--- config.mk ---
export PLATFORM = sky130hd
export DESIGN_NAME = rvh_l1d_refill_asm
export DESIGN_NICKNAME = d
export VERILOG_FILES = /design/src/rtl/rvh_l1d_refill_asm.sv
export SDC_FILE = /design/constraint.sdc
export NUM_CORES = 1
export LEC_CHECK = 0
export ABC_AREA = 1
export BUFFER_PORTS_ARGS = -buffer_cell sky130_fd_sc_hd__buf_2
export CORE_AREA = 4 4 232 234
export DETAILED_ROUTE_END_ITERATION = 10
export DIE_AREA = 0 0 236 238
export SYNTH_ARGS = -nofsm -noshare
export SYNTH_HDL_FRONTEND = slang
export SYNTH_SLANG_ARGS = --single-unit
--- constraint.sdc ---
create_clock -name clk -period 3.94 [get_ports clk]
set_input_delay 0.197 -clock clk [delete_from_list [all_inputs] [get_ports clk]]
set_output_delay 0.197 -clock clk [all_outputs]
set_load 0.005 [all_outputs]
--- src/rtl/rvh_l1d_refill_asm.sv ---
// L1D refill assembler: collects L2 response beats into one cache line, hands it to the bank, then frees the MSHR.
// Optional beat-count checking is enabled by defining RVH_L1D_REFILL_BEAT_CHK_EN.
module rvh_l1d_refill_asm #(
  parameter int unsigned LINE_W = 512,
  parameter int unsigned BEAT_W = 64,
  parameter int unsigned N_MSHR = 4,
  localparam int unsigned N_BEAT = LINE_W / BEAT_W,
  localparam int unsigned ID_W   = (N_MSHR > 1) ? $clog2(N_MSHR) : 1
) (
  input  logic              clk,
  input  logic              rst,
  input  logic              l2_resp_if_rvalid,
  output logic              l2_resp_if_rready,
  input  logic [ID_W-1:0]   l2_resp_if_rid,
  input  logic [BEAT_W-1:0] l2_resp_if_rdata,
  input  logic              l2_resp_if_rlast,
  input  logic [N_MSHR-1:0] mshr_bank_valid_i,
  input  logic [N_MSHR-1:0] mshr_bank_no_resp_i,
  output logic              refill_valid_o,
  input  logic              refill_ready_i,
  output logic [ID_W-1:0]   refill_mshr_id_o,
  output logic [LINE_W-1:0] refill_line_o,
  output logic              refill_no_resp_o,
  output logic              mlfb_mshr_dealloc_valid_o,
  output logic [ID_W-1:0]   mlfb_mshr_dealloc_idx_o,
  input  logic              mlfb_mshr_dealloc_ready_i,
  output logic              refill_err_o
);

  localparam int unsigned CNT_W = (N_BEAT > 1) ? $clog2(N_BEAT) : 1;
  localparam logic [CNT_W-1:0] LAST_SLOT = CNT_W'(N_BEAT - 1);

`ifdef RVH_L1D_REFILL_BEAT_CHK_EN
  localparam bit CHK_EN = 1'b1;
`else
  localparam bit CHK_EN = 1'b0;
`endif

  typedef enum logic [1:0] {
    S_IDLE,
    S_COLLECT,
    S_REFILL,
    S_DEALLOC
  } state_e;

  state_e            state_q, state_d;
  logic [CNT_W-1:0]  beat_cnt_q;
  logic [CNT_W-1:0]  slot;
  logic [CNT_W-1:0]  slot_inc;
  logic [ID_W-1:0]   cur_id_q;
  logic [LINE_W-1:0] line_q;
  logic              orphan_q;
  logic              accept;
  logic              close;

  // NOTE: every signal driven here gets a default first so no path leaves it unassigned (no latch).
  always_comb begin
    state_d                   = state_q;
    l2_resp_if_rready         = 1'b0;
    refill_valid_o            = 1'b0;
    mlfb_mshr_dealloc_valid_o = 1'b0;
    accept                    = 1'b0;
    close                     = 1'b0;
    slot                      = (state_q == S_COLLECT) ? beat_cnt_q : '0;
    slot_inc                  = (slot == LAST_SLOT) ? '0 : slot + CNT_W'(1);

    case (state_q)
      S_IDLE, S_COLLECT: begin
        l2_resp_if_rready = 1'b1;
        accept            = l2_resp_if_rvalid;
        // With checking on, a line is forcibly closed once the last slot is filled.
        close             = accept && (l2_resp_if_rlast || (CHK_EN && (slot == LAST_SLOT)));
        if (close) begin
          state_d = S_REFILL;
        end else if (accept) begin
          state_d = S_COLLECT;
        end
      end
      S_REFILL: begin
        refill_valid_o = 1'b1;
        if (refill_ready_i) begin
          state_d = orphan_q ? S_IDLE : S_DEALLOC;
        end
      end
      S_DEALLOC: begin
        mlfb_mshr_dealloc_valid_o = 1'b1;
        if (mlfb_mshr_dealloc_ready_i) begin
          state_d = S_IDLE;
        end
      end
      default: state_d = S_IDLE;
    endcase
  end

  // NOTE: sequential state uses non-blocking assignments so every register samples pre-edge values.
  // NOTE: the line buffer is reset as well, so an aborted refill never leaks stale data to the bank.
  always_ff @(posedge clk) begin
    if (!rst) begin
      state_q    <= S_IDLE;
      beat_cnt_q <= '0;
      cur_id_q   <= '0;
      orphan_q   <= 1'b0;
      line_q     <= '0;
    end else begin
      state_q <= state_d;
      if (accept) begin
        beat_cnt_q <= close ? '0 : slot_inc;
        if (state_q == S_IDLE) begin
          // Clearing on the first beat gives zero-filled tail slots on an early rlast.
          cur_id_q <= l2_resp_if_rid;
          orphan_q <= !mshr_bank_valid_i[l2_resp_if_rid];
          line_q   <= '0;
        end
        line_q[slot * BEAT_W +: BEAT_W] <= l2_resp_if_rdata;
      end
    end
  end

  assign refill_mshr_id_o        = cur_id_q;
  assign refill_line_o           = line_q;
  assign refill_no_resp_o        = (state_q == S_REFILL) && mshr_bank_no_resp_i[cur_id_q];
  assign mlfb_mshr_dealloc_idx_o = cur_id_q;

`ifdef RVH_L1D_REFILL_BEAT_CHK_EN
  logic err_q;
  logic beat_err;

  assign beat_err = accept && (l2_resp_if_rlast != (slot == LAST_SLOT));

  always_ff @(posedge clk) begin
    if (!rst) begin
      err_q <= 1'b0;
    end else if (beat_err) begin
      err_q <= 1'b1;
    end
  end

  assign refill_err_o = err_q;
`else
  assign refill_err_o = 1'b0;
`endif

endmodule

==> metrics.md, run 1 <==
| Metric | Value |
|---|---|
| Status | `finished clean` |
| Critical path class | `flop to flop` |
| RSZ-0062 raised after global routing | `no` |
| CTS Buf Count | `55` |
| Rel. slew slack | `0.227` |
| Hold EP | `beat_cnt_q[1]$_SDFFE_PN0P_` |
| Leak pwr | `0.0127 uW` |
| Later-pin clock latency in the skew report | `610 ps` |
| Slew @ Worst Pin | `1160 ps` |
| Starting density of the core | `0.404` |
| CP bufs+invs | `4` |
| Synth Cell Area | `21,000 um^2` |
| Mapped Avg Cell Area | `7.00 um^2` |
| Most frequent cells in the layout | `752 x nand2_1, 598 x buf_2, 526 x nor2_1` |
| DP Area | `24,500 um^2` |
| Most common cell after layout, fill and taps aside | `nand2_1` |
| Reg2Reg Setup Slack | `390 ps` |
| Worst path required time | `4450 ps` |
| R2r endpoint | `refill_line_o[379]$_SDFFE_PN0P_` |
| Arrival @ worst endpoint | `4060 ps` |
| Largest stage delay on the critical path | `750 ps` |
| DIE HEIGHT | `238 um` |
| Vias in the first global route | `21,164` |
| Vias | `22,520` |
| Final Cell Area | `27,100 um^2` |
| Pwr Total | `12,900 uW` |
| Fin worst setup slack | `390 ps` |
| R2r startpoint | `state_q[1]$_SDFFE_PN0P_` |
| Hold Crit Class | `input pin to flop` |
| I/O pin total | `601` |
| Die Area | `56,200 um^2` |
| Largest net degree at the start of global routing | `159` |
| CTS tree | `done` |
| Routability Congestion | `0.883` |
| Slew Viols, Final | `0` |
| Core Util, Final | `0.520` |
| Final Hold Vio Count | `0` |
| TNS Setup | `0 ps` |
| Slowest CP cell | `buf_4` |
| Final min period | `3550 ps` |
| Dpl ws | `417 ps` |
| Seq/Total Area, Yosys | `0.495` |
| Hold path cells | `4` |
| Reg2Reg Depth | `10` |
| Peak VDD IR | `0.000331 V` |
| Most numerous cell on the critical path | `buf_4` |
| Clock Sinks | `520` |
| FF+latch count, synth | `520` |
| Initial DRC count | `1,762` |
| Clock slew seen by the registers of the worst setup and hold paths | `60 ps` |
| Final worst-path cycle share | `0.901` |
| Gr usage total | `0.307` |
| Netlist cell types | `31` |
| Hold_sp | `l2_resp_if_rvalid` |
| H-tree levels | `2` |
| Critical path's top delay family | `buffers and inverters` |
| First-pass GRT wire length | `134 mm` |
| Crit-path max FO | `75` |
| Drt total wl | `91.2 mm` |
| HPWL Detailed | `62.2 mm` |
| Antenna violations before repair | `0` |
| Port bufs | `599` |
| Grt total ovfl | `0` |
| Vias per cell | `5.25` |
| DRT Pass-1 Iters | `5` |
| Syn_nets | `3,088` |
| Routed WL per cell | `21.2 um` |
| Synth Instances | `3,005` |
| Die width | `236 um` |
| Core ar. | `52,000 um^2` |
| Clock buffer depth | `3` |
| Clk root buf | `clkbuf_16` |
| Layout area overhead | `28.7%` |
| MaxCap Viol Count | `0` |
| # diodes | `0` |
| Rows | `84` |
| CP cell instances | `inv_4, nand3_4, buf_4, inv_2, nand2_2, nor3_4, nor2_4, buf_4, nand2_1, a21oi_1` |
| Layout cells sized above 1 | `0.219` |
| Critical Path Sink Type | `flop` |
| Residual DRC count | `0` |
| Setup violators final | `0` |
| PwrDens | `477 nW/um^2` |
| Post CTS Setup Buffer Count | `0` |
| Max Freq | `282 MHz` |
| YS warnings | `0` |
| Worst setup SP type | `flop` |
| Final Skew | `21.6 ps` |
| Routed Antenna Nets | `0` |
| NumNets Final | `3,643` |
synth_stat cells (all sizes together):
master | n | area [um^2]
o22ai | 2 | 12.5
clkbuf | 113 | 424
ha | 3 | 37.5
buf | 113 | 558
a21oi | 384 | 1920
nor3 | 4 | 42.5
mux2i | 1 | 10.0
clkinv | 1 | 5.00
nand2 | 758 | 2860
nand4 | 63 | 407
o21ai | 73 | 369
nor2 | 535 | 2060
dfxtp | 520 | 10400
nand3 | 203 | 1030
o211ai | 1 | 7.51
inv | 230 | 866
conb | 1 | 3.75
state kept, by name, summed over array words and instances (netlist names):
register                 cells
refill_line_o              512
orphan_q                     1
beat_cnt_q                   3
mlfb_mshr_dealloc_idx_o      2
state_q                      2
metal layers:
metal | share of wire | up-vias | track usage | routed length [um]
met3 | 0.085 | 216 | 0.0685 | 7790
met2 | 0.47 | 1072 | 0.517 | 43000
li1 | - | 10565 | - | -
met1 | 0.39 | 10667 | 0.380 | 35800
met5 | 0 | - | 0 | 0
met4 | 0.050 | 0 | 0.131 | 4580
worst reg2reg max path, delay by kind of cell (launching register included):
family	cells	cell delay, ps
AOI/OAI and AO/OA	1	160
DFF	1	440
buffers and inverters	4	1660
and+or+nand+nor	5	1200
what timing repair did:
item,4_1_cts,5_1_grt
hold buffers,67,0
endpoints found under the hold margin,117,0
resized for setup,0,0
power breakdown:
part	switching (uW)	internal, uW	leakage, uW	total [uW]
registers	163	5510	0.00423	5680
clock network	2250	3330	0.000961	5580
logic	1090	561	0.00748	1650
worst max path at each step:
stage / from / end / slack (ps) / depth (start not counted)
2_1_floorplan: state_q[1]$_SDFFE_PN0P_ / refill_line_o[12]$_SDFFE_PN0P_ / 1160 / 16
3_3_place_gp: state_q[1]$_SDFFE_PN0P_ / refill_line_o[379]$_SDFFE_PN0P_ / 550 / 10
3_5_place_dp: state_q[1]$_SDFFE_PN0P_ / refill_line_o[379]$_SDFFE_PN0P_ / 420 / 10
4_1_cts: state_q[1]$_SDFFE_PN0P_ / refill_line_o[379]$_SDFFE_PN0P_ / 390 / 10
5_1_grt: state_q[0]$_SDFFE_PN0P_ / refill_line_o[242]$_SDFFE_PN0P_ / 180 / 13
6_report: state_q[1]$_SDFFE_PN0P_ / refill_line_o[379]$_SDFFE_PN0P_ / 390 / 10
cell families after synthesis:
family	synth area share
fa+ha+maj	0.00179
compound gates	0.110
mux	0.000476
other cells	0.000178
buf+inv	0.0881
flops	0.495
simple gates	0.305
area by class of cell:
cell class | instances | area, um^2
fillers | 5220 | 25000
flip-flops and latches | 520 | 10400
multi-input cells | 2028 | 8820
repair buffers | 724 | 4170
clock buffers | 75 | 1580
inverters | 231 | 882
well taps | 688 | 861
clock inverters | 27 | 352
per-stage QoR:
stage	std cells	hold WS (ps)
2_1_floorplan	3005	345
3_3_place_gp	4124	445
3_5_place_dp	4124	449
4_1_cts	4293	0.490
5_1_grt	4293	53.8
6_report	4293	34.8
No activity file was read; power rests on OpenSTA's default activity.
==> run 2, diff against run 1 <==
--- a/config.mk
+++ b/config.mk
@@ -7,9 +7,13 @@
 export LEC_CHECK = 0
 export ABC_AREA = 1
 export BUFFER_PORTS_ARGS = -buffer_cell sky130_fd_sc_hd__buf_2
-export CORE_AREA = 4 4 232 234
+export CELL_PAD_IN_SITES_DETAIL_PLACEMENT = 1
+export CELL_PAD_IN_SITES_GLOBAL_PLACEMENT = 1
+export CORE_ASPECT_RATIO = 2
+export CORE_MARGIN = 4
+export CORE_UTILIZATION = 36
 export DETAILED_ROUTE_END_ITERATION = 10
-export DIE_AREA = 0 0 236 238
+export PLACE_DENSITY_LB_ADDON = 0.1
 export SYNTH_ARGS = -nofsm -noshare
 export SYNTH_HDL_FRONTEND = slang
 export SYNTH_SLANG_ARGS = --single-unit
==> metrics.md, run 2 (synthesized netlist as in run 1, its figures left out) <==
| Metric | Value |
|---|---|
| Status | `finished clean` |
| Pint | `8820 uW` |
| RSZ-0062 raised after global routing | `no` |
| Antenna violations before repair | `1` |
| Core ar. | `58,000 um^2` |
| Residual DRC count | `0` |
| Switching Share | `0.281` |
| Sequential Power Share | `0.463` |
| Rel. slew slack | `0.114` |
| Initial DRC count | `1,118` |
| DIE HEIGHT | `350 um` |
| Number of flip-flops in the largest register | `512` |
| Worst setup SP type | `flop` |
| Clk network pwr share | `0.401` |
| DRT Pass-1 Iters | `5` |
| Slowest CP cell | `dfxtp_1` |
| Layout cells sized above 1 | `0.215` |
| Final Hold Vio Count | `0` |
| Critical Path Sink Type | `flop` |
| CP cell instances | `nand3_1, ha_1, ha_2, inv_2, nor2_2, inv_2, nor2_4, nand2_1, nand2_1, inv_2, buf_4, nand2_1, a21oi_1` |
| Vias | `22,794` |
| MaxCap Viol Count | `0` |
| HPWL Detailed | `72.5 mm` |
| Final Skew | `43.0 ps` |
| Crit-path max FO | `34` |
| Clk root buf | `clkbuf_16` |
| Critical path class | `flop to flop` |
| Post CTS Setup Buffer Count | `0` |
| Layout area overhead | `27.7%` |
| Vias per cell | `5.24` |
| R2r endpoint | `refill_line_o[247]$_SDFFE_PN0P_` |
| Leak pwr | `0.0125 uW` |
| Clock buffer depth | `3` |
| H-tree levels | `2` |
| TNS Setup | `0 ps` |
| Most common cell after layout, fill and taps aside | `nand2_1` |
| Final worst-path cycle share | `0.902` |
| Logic pwr share | `0.136` |
| Hold_sp | `l2_resp_if_rvalid` |
| R2r startpoint | `state_q[0]$_SDFFE_PN0P_` |
| Clock slew seen by the registers of the worst setup and hold paths | `80 ps` |
| Reg2Reg Depth | `13` |
| Dpl ws | `466 ps` |
| Net switching power | `3440 uW` |
| Port bufs | `599` |
| First-pass GRT wire length | `150 mm` |
| Slew Viols, Final | `0` |
| CTS tree | `done` |
| FF/Latch Area | `10,400 um^2` |
| Routed WL per cell | `23.5 um` |
| Number of fill cells | `7,580` |
| Worst path required time | `4440 ps` |
| Routability Congestion | `0.889` |
| Starting density of the core | `0.362` |
| Vias in the first global route | `23,783` |
| Fin worst setup slack | `384 ps` |
| Largest net degree at the start of global routing | `152` |
| Die Area | `62,600 um^2` |
| Hold Crit Class | `input pin to flop` |
| Final min period | `3560 ps` |
| Max Freq | `281 MHz` |
| Grt total ovfl | `0` |
| Peak VDD IR | `0.000296 V` |
| Later-pin clock latency in the skew report | `610 ps` |
| Arrival @ worst endpoint | `4050 ps` |
| CTS resizes | `0` |
| PwrDens | `457 nW/um^2` |
| Gr usage total | `0.316` |
| Hold path cells | `4` |
| Routed Antenna Nets | `0` |
| Drt total wl | `102 mm` |
| Pwr Total | `12,300 uW` |
| Hold EP | `beat_cnt_q[2]$_SDFFE_PN0P_` |
| Clock Sinks | `520` |
| Slew @ Worst Pin | `1330 ps` |
| Largest stage delay on the critical path | `590 ps` |
| Final Cell Area | `26,800 um^2` |
| Multi-input logic area | `8820 um^2` |
| DP Area | `24,600 um^2` |
| Setup violators final | `0` |
| NumNets Final | `3,640` |
| Die width | `179 um` |
| Rows | `125` |
| Reg2Reg Setup Slack | `380 ps` |
| Most frequent cells in the layout | `752 x nand2_1, 598 x buf_2, 526 x nor2_1` |
| I/O pin total | `601` |
| CTS Buf Count | `49` |
-- run 2: cell count changes in the layout (fill, tap and decap cells not counted), sizes merged, moves of 3 or more --
cell	before	now
clkbuf	75	72
buf	657	661
clkinv	15	6
bufinv	8	3
-- run 2: power by group through the flow --
| stage | clock, uW | combinational, uW | sequential, uW |
|---|---|---|---|
| finish | 4910 | 1670 | 5670 |
| global route | 5190 | 1860 | 5700 |
| CTS | 5020 | 1690 | 5670 |
| detailed placement | 0 | 1620 | 5790 |
| global placement | 0 | 1580 | 5780 |
| floorplan | 0 | 885 | 5770 |
-- run 2: critical path: cells and delay by family (launching register included) --
kind	cells	cell delay, ps
DFF	1	590
adders and majority gates	2	640
AOI/OAI and AO/OA	1	170
and+or+nand+nor	6	780
buffers and inverters	4	1240
-- run 2: final cells by class --
| cell class | count | share of cell area |
|---|---|---|
| Multi-Input combinational cell | 2028 | 0.328 |
| Clock inverter | 12 | 0.00550 |
| Timing Repair Buffer | 727 | 0.156 |
| Clock buffer | 72 | 0.0542 |
| Inverter | 231 | 0.0329 |
| Tap cell | 762 | 0.0355 |
| Sequential cell | 520 | 0.388 |
| Antenna cell | 1 | 0.0000932 |
-- run 2: timing repair --
item	CTS	global route
endpoints found under the hold margin	113	0
hold buffers	66	0
endpoints found under the setup margin	0	0
-- run 2: routing by layer --
metal | part of all wire | vias up | GRT usage | wire length, um
li1 | - | 10569 | - | -
met1 | 0.34 | 11145 | 0.319 | 35100
met2 | 0.51 | 835 | 0.574 | 52300
met3 | 0.074 | 245 | 0.0825 | 7540
met4 | 0.073 | 0 | 0.187 | 7440
met5 | 0 | - | 0 | 0
-- run 2: worst max path at each step --
stage,start,endpoint,slack (ps),cells after the start
floorplan,state_q[1]$_SDFFE_PN0P_,refill_line_o[12]$_SDFFE_PN0P_,1160,16
global placement,state_q[0]$_SDFFE_PN0P_,refill_line_o[18]$_SDFFE_PN0P_,640,11
detailed placement,state_q[0]$_SDFFE_PN0P_,refill_line_o[235]$_SDFFE_PN0P_,470,13
CTS,state_q[0]$_SDFFE_PN0P_,refill_line_o[247]$_SDFFE_PN0P_,350,13
global route,state_q[0]$_SDFFE_PN0P_,refill_line_o[8]$_SDFFE_PN0P_,140,11
finish,state_q[0]$_SDFFE_PN0P_,refill_line_o[247]$_SDFFE_PN0P_,380,13
-- run 2: stage by stage --
step	utilization	std cells	hold WS (ps)
final	0.463	4353	29.6
after global routing	0.463	4352	51.6
after CTS	0.463	4352	4.04
after detailed placement	0.424	4202	451
after global placement	0.424	4202	445
after floorplan	-	3005	345
==> run 3, diff against run 2 <==
--- a/config.mk
+++ b/config.mk
@@ -7,11 +7,11 @@
 export LEC_CHECK = 0
 export ABC_AREA = 1
 export BUFFER_PORTS_ARGS = -buffer_cell sky130_fd_sc_hd__buf_2
-export CELL_PAD_IN_SITES_DETAIL_PLACEMENT = 1
-export CELL_PAD_IN_SITES_GLOBAL_PLACEMENT = 1
+export CELL_PAD_IN_SITES_DETAIL_PLACEMENT = 2
+export CELL_PAD_IN_SITES_GLOBAL_PLACEMENT = 2
 export CORE_ASPECT_RATIO = 2
 export CORE_MARGIN = 4
-export CORE_UTILIZATION = 36
+export CORE_UTILIZATION = 28
 export DETAILED_ROUTE_END_ITERATION = 10
 export PLACE_DENSITY_LB_ADDON = 0.1
 export SYNTH_ARGS = -nofsm -noshare
==> constraint.sdc (replaced) <==
create_clock -name clk -period 3.94 [get_ports clk]
set_input_delay 0.197 -clock clk [delete_from_list [all_inputs] [get_ports clk]]
set_output_delay 0.197 -clock clk [all_outputs]
set_load 0.05 [all_outputs]
==> metrics.md, run 3 (synthesized netlist as in run 1, its figures left out) <==
| Metric | Value |
|---|---|
| Worst setup SP type | `flop` |
| Largest stage delay on the critical path | `710 ps` |
| Die width | `202 um` |
| Layout area overhead | `30.0%` |
| TNS Setup | `0 ps` |
| Rel. slew slack | `0.303` |
| Metal3 WL | `7.59 mm` |
| Slew Viols, Final | `0` |
| Slew @ Worst Pin | `1040 ps` |
| Vias per cell | `5.01` |
| Critical Path Sink Type | `flop` |
| CP bufs+invs | `2` |
| Max Freq | `285 MHz` |
| Max Used Layer | `met5` |
| Arrival @ worst endpoint | `4040 ps` |
| Hold path cells | `5` |
| Later-pin clock latency in the skew report | `630 ps` |
| Core ar. | `74,100 um^2` |
| CP cell instances | `nand3_1, ha_1, ha_2, nor2_4, nand2_1, nor2_4, nand3_1, nand2_1, inv_2, buf_4, nand2_1, a21oi_1` |
| Starting density of the core | `0.284` |
| Metal2 WL | `59.0 mm` |
| HPWL Detailed | `82.4 mm` |
| Antenna violations before repair | `3` |
| Port bufs | `599` |
| Most common cell after layout, fill and taps aside | `nand2_1` |
| Routed Antenna Nets | `0` |
| Reg2Reg Depth | `12` |
| Setup violators final | `0` |
| CTS Buf Count | `52` |
| DRT Pass-1 Iters | `4` |
| Clock buffer depth | `3` |
| Crit-path max FO | `45` |
| Finished Layout Cells | `4,546` |
| DIE HEIGHT | `396 um` |
| Residual DRC count | `0` |
| PwrDens | `495 nW/um^2` |
| Critical path's top delay family | `buffers and inverters` |
| Routed WL per cell | `25.0 um` |
| Final min period | `3500 ps` |
| MaxCap Viol Count | `0` |
| Status | `finished clean` |
| Largest net degree at the start of global routing | `139` |
| CTS resizes | `0` |
| NumNets Final | `3,659` |
| Number of fill cells | `8,820` |
| Layout cells sized above 1 | `0.219` |
| Worst path required time | `4470 ps` |
| Leak pwr | `0.0127 uW` |
| First-pass GRT wire length | `168 mm` |
| Core Util, Final | `0.369` |
| Drt total wl | `114 mm` |
| Slowest CP cell | `inv_2` |
| Critical path class | `flop to flop` |
| Peak VDD IR | `0.000390 V` |
| Clk root buf | `clkbuf_16` |
| Clock Sinks | `520` |
| H-tree levels | `2` |
| I/O pin total | `601` |
| Routability Congestion | `0.867` |
| Initial DRC count | `920` |
| Final Hold Vio Count | `0` |
| Hold Crit Class | `input pin to flop` |
| Number of flip-flops in the largest register | `512` |
| Grt total ovfl | `0` |
| CP Depth | `12` |
| RSZ-0062 raised after global routing | `no` |
| Clock slew seen by the registers of the worst setup and hold paths | `70 ps` |
| Vias in the first global route | `25,208` |
| Placed Instances | `4,382` |
| Vias | `22,755` |
| Final worst-path cycle share | `0.890` |
| Most frequent cells in the layout | `752 x nand2_1, 598 x buf_2, 526 x nor2_1` |
| Multi-input logic area | `8820 um^2` |
| Gr usage total | `0.275` |
| Final Skew | `31.8 ps` |
| Most numerous cell on the critical path | `nand2_1` |
| Rows | `141` |
| CTS tree | `done` |
| M1 wire length | `41.8 mm` |
| FF/Latch Area | `10,400 um^2` |
| Die Area | `79,800 um^2` |
==> run 3: changes by cell type in the layout (fill, tap and decap cells not counted), moves of 2 or more <==
cell	delta
dlygate4sd3_1	+3
clkinv_4	+2
clkinv_2	+2
buf_4	+11
buf_12	+2
clkbuf_8	+2
clkbuf_1	+2
clkbuf_16	+2
==> run 3: cell type report <==
| class | count | area share |
|---|---|---|
| Tap cell | 929 | 0.0425 |
| Clock buffer | 78 | 0.0563 |
| Inverter | 231 | 0.0323 |
| Timing Repair Buffer | 743 | 0.158 |
| Multi-Input combinational cell | 2028 | 0.322 |
| Sequential cell | 520 | 0.381 |
| Antenna cell | 1 | 0.0000915 |
| Clock inverter | 16 | 0.00723 |
==> run 3: report_power, final <==
group / internal, uW / switching [uW]
Sequential: 5510 / 171
Clock: 2960 / 2310
Combinational: 574 / 2000
Total: 9050 / 4480
==> run 3: tightest hold or removal path, stage by stage <==
cell    delay [ps]
buf_2           70
inv_1           80
nor2_1         120
nor2_1          50
nor2_1         100
==> run 3: final timing paths <==
| check | to | slack [ps] | startpoint |
|---|---|---|---|
| worst max-delay path | refill_line_o[45]$_SDFFE_PN0P_ | 440 | state_q[0]$_SDFFE_PN0P_ |
| worst min-delay path | refill_line_o[12]$_SDFFE_PN0P_ | 50 | l2_resp_if_rdata[12] |
| worst max register to register | refill_line_o[45]$_SDFFE_PN0P_ | 440 | state_q[0]$_SDFFE_PN0P_ |
| worst min register to register | refill_line_o[496]$_SDFFE_PN0P_ | 460 | refill_line_o[496]$_SDFFE_PN0P_ |
==> run 3: metal layers <==
| metal | GRT usage | vias up |
|---|---|---|
| li1 | - | 10605 |
| met1 | 0.288 | 11263 |
| met2 | 0.512 | 707 |
| met3 | 0.0756 | 176 |
| met4 | 0.114 | 4 |
| met5 | 0 | - |
==> run 3: repair_timing <==
action / CTS / global route
hold buffers: 69 / 0
hold endpoints to repair: 119 / 0
buffers inserted: 0 / 0
==> run 3: metrics by stage <==
stage	setup slack (ps)	cell area [um^2]	power, uW	hold slack, ps
2_1_floorplan	1070	21000	7520	345
3_3_place_gp	698	24900	8270	447
3_5_place_dp	467	24900	8340	452
4_1_cts	439	27300	13700	7.97
5_1_grt	171	27300	14100	65.3
6_report	435	27300	13500	47.7
